--- config.mk ---
export PLATFORM = sky130hd
export DESIGN_NAME = leaf_out_stream_buffer_flat
export DESIGN_NICKNAME = d
export VERILOG_FILES = /design/src/rtl/leaf_out_stream_buffer_if.sv /design/src/rtl/leaf_out_stream_buffer.sv /design/src/flat_wrapper.sv
export SDC_FILE = /design/constraint.sdc
export NUM_CORES = 1
export LEC_CHECK = 0
export BUFFER_PORTS_ARGS = -buffer_cell sky130_fd_sc_hd__clkbuf_2
export CAP_MARGIN = 15
export CORE_MARGIN = 2
export CORE_UTILIZATION = 45
export CTS_BUF_LIST = sky130_fd_sc_hd__clkbuf_8
export DETAILED_ROUTE_END_ITERATION = 6
export GPL_ROUTABILITY_DRIVEN = 0
export GPL_TIMING_DRIVEN = 0
export RECOVER_POWER = 100
export SYNTH_ARGS = -nofsm -noshare
export SYNTH_HDL_FRONTEND = slang
export SYNTH_SLANG_ARGS = --single-unit
--- constraint.sdc ---
create_clock -name clk_user -period 9.9 [get_ports clk_user]
set_input_delay 1.98 -clock clk_user [delete_from_list [all_inputs] [get_ports clk_user]]
set_output_delay 1.98 -clock clk_user [all_outputs]
set_load 0.02 [all_outputs]
--- src/rtl/leaf_out_stream_buffer_if.sv ---
// Handshake bundle between a user-kernel output stream, the elastic buffer
// and one user2interface input port of the leaf interface.
// The slave modport is the buffer's view. The master modport is the
// environment's view: the user kernel on one side and the leaf interface on
// the other.
interface leaf_out_stream_buffer_if #(
  parameter int PAYLOAD_BITS = 32
) ();

  // User-kernel side.
  logic [PAYLOAD_BITS-1:0] din_user;
  logic                    vld_user_in;
  logic                    rdy_user_out;

  // Leaf-interface side.
  logic [PAYLOAD_BITS-1:0] din_leaf_user2interface;
  logic                    vld_user2interface;
  logic                    ack_interface2user;

  modport slave (
    input  din_user,
    input  vld_user_in,
    output rdy_user_out,
    output din_leaf_user2interface,
    output vld_user2interface,
    input  ack_interface2user
  );

  modport master (
    output din_user,
    output vld_user_in,
    input  rdy_user_out,
    input  din_leaf_user2interface,
    input  vld_user2interface,
    output ack_interface2user
  );

endinterface

--- src/rtl/leaf_out_stream_buffer.sv ---
// Elastic buffer between one user-kernel output stream and one leaf-interface
// input port. It has a circular RAM, a registered first-word-fall-through
// output stage, and debug counters for occupancy and delivered words.
// Everything runs on clk_user. reset is asynchronous and active-low.
module leaf_out_stream_buffer #(
  parameter int PAYLOAD_BITS       = 32,
  parameter int DEPTH_BITS         = 4,
  parameter int ALMOST_FULL_THRESH = 12
) (
  input  logic                  clk_user,
  input  logic                  reset,
  leaf_out_stream_buffer_if.slave bus,
  output logic [DEPTH_BITS:0]   count,
  output logic                  almost_full,
  output logic [31:0]           xfer_count
);

  localparam int                DEPTH      = 1 << DEPTH_BITS;
  localparam logic [DEPTH_BITS:0] FULL_COUNT = (DEPTH_BITS + 1)'(DEPTH);
  localparam logic [DEPTH_BITS:0] AF_COUNT   = (DEPTH_BITS + 1)'(ALMOST_FULL_THRESH);

  // Storage and pointers.
  logic [PAYLOAD_BITS-1:0] mem [DEPTH];
  logic [DEPTH_BITS-1:0]   wr_ptr;
  logic [DEPTH_BITS-1:0]   rd_ptr;
  logic [DEPTH_BITS-1:0]   rd_ptr_nxt;

  // Handshake and bookkeeping.
  logic                    live;
  logic                    rdy;
  logic                    push;
  logic                    pop;
  logic [DEPTH_BITS:0]     count_nxt;
  logic [DEPTH_BITS:0]     avail;

  // Output register stage.
  logic                    vld_q;
  logic [PAYLOAD_BITS-1:0] dout_q;

  // live holds the input closed until the first edge after reset is released.
  // A full buffer refuses a push even when a pop happens in the same cycle.
  assign rdy  = live & (count != FULL_COUNT);
  assign push = bus.vld_user_in & rdy;
  assign pop  = vld_q & bus.ack_interface2user;

  assign bus.rdy_user_out            = rdy;
  assign bus.vld_user2interface      = vld_q;
  assign bus.din_leaf_user2interface = dout_q;

  // Next-occupancy and output-stage lookahead.
  always_comb begin
    // NOTE: every signal gets a default first, so no path can leave a value
    // held and infer a latch.
    count_nxt  = count;
    rd_ptr_nxt = rd_ptr + DEPTH_BITS'(pop);
    // avail counts the words already in the RAM before this edge that are
    // still there after it. A word pushed on this same edge is not yet
    // readable, which gives the one-cycle fall-through latency.
    avail      = count - (DEPTH_BITS + 1)'(pop);
    case ({push, pop})
      2'b10:   count_nxt = count + 1'b1;
      2'b01:   count_nxt = count - 1'b1;
      default: count_nxt = count;
    endcase
  end

  // RAM write port.
  // NOTE: the storage array has no reset. Words that are in flight when reset
  // arrives are discarded through the pointers and count, so clearing the
  // array would add logic without changing any observable behaviour.
  always_ff @(posedge clk_user) begin
    if (push) begin
      mem[wr_ptr] <= bus.din_user;
    end
  end

  // Pointers, occupancy, almost_full and the delivered-word counter.
  always_ff @(posedge clk_user or negedge reset) begin
    // NOTE: sequential state uses non-blocking assignments only, so every
    // flop samples the values from before the edge.
    if (!reset) begin
      live        <= 1'b0;
      wr_ptr      <= '0;
      rd_ptr      <= '0;
      count       <= '0;
      almost_full <= 1'b0;
      xfer_count  <= '0;
    end else begin
      live <= 1'b1;
      if (push) begin
        wr_ptr <= wr_ptr + 1'b1;
      end
      rd_ptr      <= rd_ptr_nxt;
      count       <= count_nxt;
      almost_full <= (count_nxt >= AF_COUNT);
      if (pop) begin
        xfer_count <= xfer_count + 32'd1;
      end
    end
  end

  // Registered first-word-fall-through output.
  // The stage reloads from the entry at the post-pop read pointer on every
  // edge, so a pop with more words queued presents the next word with no
  // bubble. While the output is stalled the same entry is reloaded, and that
  // entry cannot be overwritten: the write pointer meets the read pointer
  // only when the buffer is empty or full, and a full buffer accepts no push.
  always_ff @(posedge clk_user or negedge reset) begin
    if (!reset) begin
      vld_q  <= 1'b0;
      dout_q <= '0;
    end else begin
      vld_q <= (avail != '0);
      if (avail != '0) begin
        dout_q <= mem[rd_ptr_nxt];
      end
    end
  end

endmodule

--- src/flat_wrapper.sv ---
// flat-port wrapper written by rule: the top's interface ports become plain ports
module leaf_out_stream_buffer_flat 
#(
  parameter int PAYLOAD_BITS       = 32,
  parameter int DEPTH_BITS         = 4,
  parameter int ALMOST_FULL_THRESH = 12
)
  (clk_user, reset, count, almost_full, xfer_count, bus_din_user, bus_vld_user_in, bus_rdy_user_out, bus_din_leaf_user2interface, bus_vld_user2interface, bus_ack_interface2user);
  leaf_out_stream_buffer_if #(.PAYLOAD_BITS(PAYLOAD_BITS)) bus_i ();
  input  logic clk_user;
  input  logic reset;
  output logic [DEPTH_BITS:0] count;
  output logic almost_full;
  output logic [31:0] xfer_count;
  input wire logic [$bits(bus_i.din_user)-1:0] bus_din_user;
  input wire logic [$bits(bus_i.vld_user_in)-1:0] bus_vld_user_in;
  output wire logic [$bits(bus_i.rdy_user_out)-1:0] bus_rdy_user_out;
  output wire logic [$bits(bus_i.din_leaf_user2interface)-1:0] bus_din_leaf_user2interface;
  output wire logic [$bits(bus_i.vld_user2interface)-1:0] bus_vld_user2interface;
  input wire logic [$bits(bus_i.ack_interface2user)-1:0] bus_ack_interface2user;
  assign bus_i.din_user = bus_din_user;
  assign bus_i.vld_user_in = bus_vld_user_in;
  assign bus_rdy_user_out = bus_i.rdy_user_out;
  assign bus_din_leaf_user2interface = bus_i.din_leaf_user2interface;
  assign bus_vld_user2interface = bus_i.vld_user2interface;
  assign bus_i.ack_interface2user = bus_ack_interface2user;
  leaf_out_stream_buffer #(.PAYLOAD_BITS(PAYLOAD_BITS), .DEPTH_BITS(DEPTH_BITS), .ALMOST_FULL_THRESH(ALMOST_FULL_THRESH)) u_core (.clk_user(clk_user), .reset(reset), .bus(bus_i), .count(count), .almost_full(almost_full), .xfer_count(xfer_count));
endmodule
======== Word level (Yosys, flattened, before mapping) ========
Memories as Yosys holds them, arrays and structs flattened. A register that Yosys moved wholly into a read port is not among the register bits.
Index checks and enable logic that the tools add are counted.
operators by class
  equality and inequality tests ........... 3
  bitwise operators ....................... 3
  add/subtract/negate cells ............... 6
  multiplexer cells ....................... 3
  reductions and logical operators ........ 2
  $lt $le $gt $ge ......................... 1
operators by type and width
  operator                                              count
  adder 32 x 1 -> 32 bit (second input constant)        1
  case mux 5 bit (2 select lines)                       1
  adder 5 x 1 -> 5 bit (second input constant)          1
  >= comparator 5 x 4 -> 1 bit (second input constant)  1
  inequality test 5 bit (second input constant)         1
  nonzero test 5 bit                                    1
  subtractor 5 x 1 -> 5 bit                             1
  subtractor 5 x 1 -> 5 bit (second input constant)     1
  adder 4 x 1 -> 4 bit                                  1
  adder 4 x 1 -> 4 bit (second input constant)          1
  AND 1 bit                                             3
  equality test 2 x 1 -> 1 bit (second input constant)  1
  equality test 2 bit (second input constant)           1
  2-to-1 mux 1 bit                                      2
  logical NOT 1 bit                                     1
storage, ports and cells
  output and inout bits ................... 72
  register bits ........................... 48
  word-level logic and storage cells ...... 26
  bits in writable memories ............... 512
  input port bits ......................... 36
  memories kept ........................... 1
memories
  memory      words  width  read ports  clocked after memory_dff  write ports  RTL line                      RTL
  u_core.mem  16     32     1           1                         1            leaf_out_stream_buffer.sv:23  logic [PAYLOAD_BITS-1:0] mem [DEPTH];

======== Longest topological paths before layout ========
  depth after elaboration ................. 6
  depth in mapped cells ................... 15

======== Worst setup path before layout ========
Ideal clock, no wire load.
  path kind ............................... input-to-reg
  from .................................... input port bus_vld_user_in
  to ...................................... memory u_core.mem[0][0] (enable)
  stages .................................. 4
  setup time .............................. 0.461 ns
  arrival time ............................ 4.575 ns
  slack ................................... 4.864 ns
  cell sequence ........................... and2_1 -> buf_2 -> nand2_1 -> nor3_1
between the ends
  word-level cells in the longest chain between the ends .. 3
RTL lines
  what                                    RTL line                      RTL
  start: declaration                      flat_wrapper.sv:16            input wire logic [$bits(bus_i.vld_user_in)-1:0] bus_vld_user_in;
  AND 1 bit                               leaf_out_stream_buffer.sv:43  assign push = bus.vld_user_in & rdy;
  2-to-1 mux 1 bit                        leaf_out_stream_buffer.sv:72  if (push) begin
  2-to-1 mux 1 bit (not written as such)  leaf_out_stream_buffer.sv:73  mem[wr_ptr] <= bus.din_user;
  end: declaration                        leaf_out_stream_buffer.sv:23
Every way passes these cells.

==> flow_summary.ini <==
[cts]
cts.htree.levels = 3
clock_sinks = 592
hold_buffers = 0
cts_resized = 0
cts_tree = built
cts-root-buf = clkbuf_8
cts_buffer_depth = 3
postCtsSetupRepairBufs = 0
worstSkewPairLatency_ns = 0.68
cts-buffers-inserted = 96
clk_pin_slew_ns = 0.06

[setup_path]
path_class = input port to asynchronous set/reset pin
cp.required_ns = 9.90
cpPeakStageDelay_ns = 2.47
critPathCaptureType = asynchronous set/reset pin
path_max_fanout = 58
cp_common_cell = clkbuf_1
arrival_ns = 5.73
path_delay_family = buffers and inverters
start_kind = input port
crit_path_cell_trace = clkbuf_1, clkbuf_1
path_buf_inv = 2
critPathSlowestCell = clkbuf_1

[cells_and_area]
drive_gt1_frac = 0.188
nets = 1446
area_growth_pct = 13.7
postLayoutCellArea_mm2 = 0.0258
antennaDiodeCount = 0
utilization = 0.517

[pwr]
p_per_area_mw_per_mm2 = 301
power_frac_clock = 0.254
swShare = 0.345
internal_power_mw = 5.09
comb_power_share = 0.350
ir_drop_mv = 0.167
pwr-share-seq = 0.396
p_leak_nw = 8.66
p_sw_mw = 2.68

[global_routing]
gr-total-overflow = 0
grt_pass1_wl_mm = 77.1
grt_max_degree = 59
grt_use_total = 0.200
grt_pass1_vias = 12300
grt_antenna_before_repair = 0

[synthesis]
syn-num-nets = 1214
synth_area_leader_cell = edfxtp_1
synth.most_common_cell = edfxtp_1
syn_avg_cell_area_um2 = 19.5
synth_edf_count = 512
ys_seq_area_frac = 0.765
synth_cell_types = 41
synth.area.top_cells = edfxtp_1 68%, mux4_2 13%, dfrtp_1 8.8%, nor2_1 1.9%, nand2_1 1.3%
synthFlopType = edfxtp_1
yosys_warnings = 0
syn-cell-area_mm2 = 0.0227
synth_common_cells = 512 x edfxtp_1, 128 x mux4_2, 116 x nor2_1
async_flop_share = 0.135
syn-instance-count = 1167
synth_seq_cells = 592
synth_top_area_frac = 0.677

[timing]
rsz0062_at_grt = no
fin_skew_ns = 0.0351
clock.fmax_mhz = 175
min_period_ns = 5.73
setup_tns_ns = 0
hold_viol = 0
setup_violations = 0
slew_headroom = -1.26
layout_setup_ws_ns = 4.17
drv_slew = 311
min_period_over_period = 0.579
tightest_slew_ns = 3.40

[detailed_routing]
detail-route-antenna-nets = 0
drtPass1Iterations = 5
vias_per_cell = 5.47
wl_per_cell_um = 23.6
wl_mm = 50.9
drcViolationCount = 0
num_vias = 11800
first_iter_violations = 1020

[placement]
io_buffers = 107
dpl.hpwl_mm = 32.2
pre_cts_ws_ns = 4.87
postPlaceCellArea_mm2 = 0.0246

[flow_run]
max_cap_violations = 15

[die]
fp-row-count = 82
ios = 108
fp.coreArea_mm2 = 0.0500
design.die.area_mm2 = 0.0523
die_w_um = 229
die_h_um = 229
start_util = 0.454

[min_path]
hold_class = flip-flop to flip-flop

[outcome]
status = complete, but fails checks
violations = max-capacitance violations, max-slew violations
area by class of cell:
class | instances | area (um^2)
repair buffers | 134 | 504
multi-input cells | 511 | 4970
well taps | 672 | 841
clock inverters | 71 | 314
inverters | 6 | 22.5
plain buffers | 58 | 278
clock buffers | 109 | 1500
flip-flops and latches | 592 | 17400
fillers | 4147 | 24200
power groups by stage:
stage | clock, mW | combinational, mW | sequential (mW)
final | 1.97 | 2.72 | 3.07
after global routing | 2.13 | 2.96 | 3.10
after CTS | 2.01 | 2.86 | 3.07
after detailed placement | 0 | 2.85 | 3.12
after global placement | 0 | 2.76 | 3.13
after floorplan | 0 | 1.83 | 3.20
per-stage QoR:
stage               instances  hold WS, ns  power (mW)
floorplan                1167        0.480        5.03
CTS                      2153        0.476        7.95
global placement         1946        0.459        5.89
global route             2153        0.483        8.19
finish                   2153        0.465        7.77
detailed placement       1973        0.464        5.97
flip-flops by register name (all words and copies together), names as in the netlist:
name,flops
u_core.live,1
u_core.bus.vld_user2interface,1
u_core.bus.din_leaf_user2interface,32
u_core.count,5
u_core.wr_ptr,4
u_core.rd_ptr,4
u_core.mem,512
u_core.almost_full,1
u_core.xfer_count,32
cells in the final DEF, fill, tap and decap left out, drive strengths merged, types with 2 or more instances in the layout:
| master | n |
|---|---|
| nor3 | 4 |
| o21ai | 3 |
| clkinv | 25 |
| nand2b | 2 |
| buf | 35 |
| nor4 | 4 |
| edfxtp | 512 |
| nor2 | 116 |
| nand4 | 10 |
| dfrtp | 80 |
| o22ai | 32 |
| nand2 | 82 |
| nand3 | 12 |
| and2 | 5 |
| mux2 | 2 |
| a21oi | 6 |
| clkinvlp | 2 |
| nor4b | 2 |
| xor2 | 15 |
| clkbuf | 266 |
| inv | 49 |
| and3 | 5 |
| ha | 11 |
| a31oi | 33 |
| mux4 | 128 |
| xnor2 | 29 |
layer usage:
metal | vias up | wire length, um | track usage
met5 | - | 0 | 0
met4 | 0 | 1050 | 0.0613
met3 | 93 | 3080 | 0.0392
met2 | 366 | 24300 | 0.316
met1 | 6208 | 22400 | 0.284
li1 | 5116 | - | -
final timing paths:
| kind | startpoint | to | slack (ns) | cells after the start |
|---|---|---|---|---|
| setup / recovery | reset | u_core.bus.din_leaf_user2interface[12]$_DFFE_PN0P_ | 4.17 | 2 |
| hold / removal | u_core.xfer_count[31]$_DFFE_PN0P_ | u_core.xfer_count[31]$_DFFE_PN0P_ | 0.47 | 1 |
| setup reg to reg | u_core.count[2]$_DFF_PN0_ | u_core.mem[7][6]$_DFFE_PP_ | 5.09 | 8 |
| hold reg to reg | u_core.xfer_count[31]$_DFFE_PN0P_ | u_core.xfer_count[31]$_DFFE_PN0P_ | 0.47 | 1 |
| max in group clk_user | bus_vld_user_in | u_core.mem[7][6]$_DFFE_PP_ | 4.59 | 6 |
| min in group asynchronous | reset | u_core.bus.din_leaf_user2interface[25]$_DFFE_PN0P_ | 1.75 | 1 |
logic make-up after synthesis:
group,Yosys count,synth area share
simple gates,249,0.0492
mux,130,0.128
other cells,1,0.000165
xor+xnor,44,0.0170
compound gates,76,0.0206
fa+ha+maj,11,0.00606
flops,592,0.765
buf+inv,64,0.0137
Power figures use the tool's default switching activity.
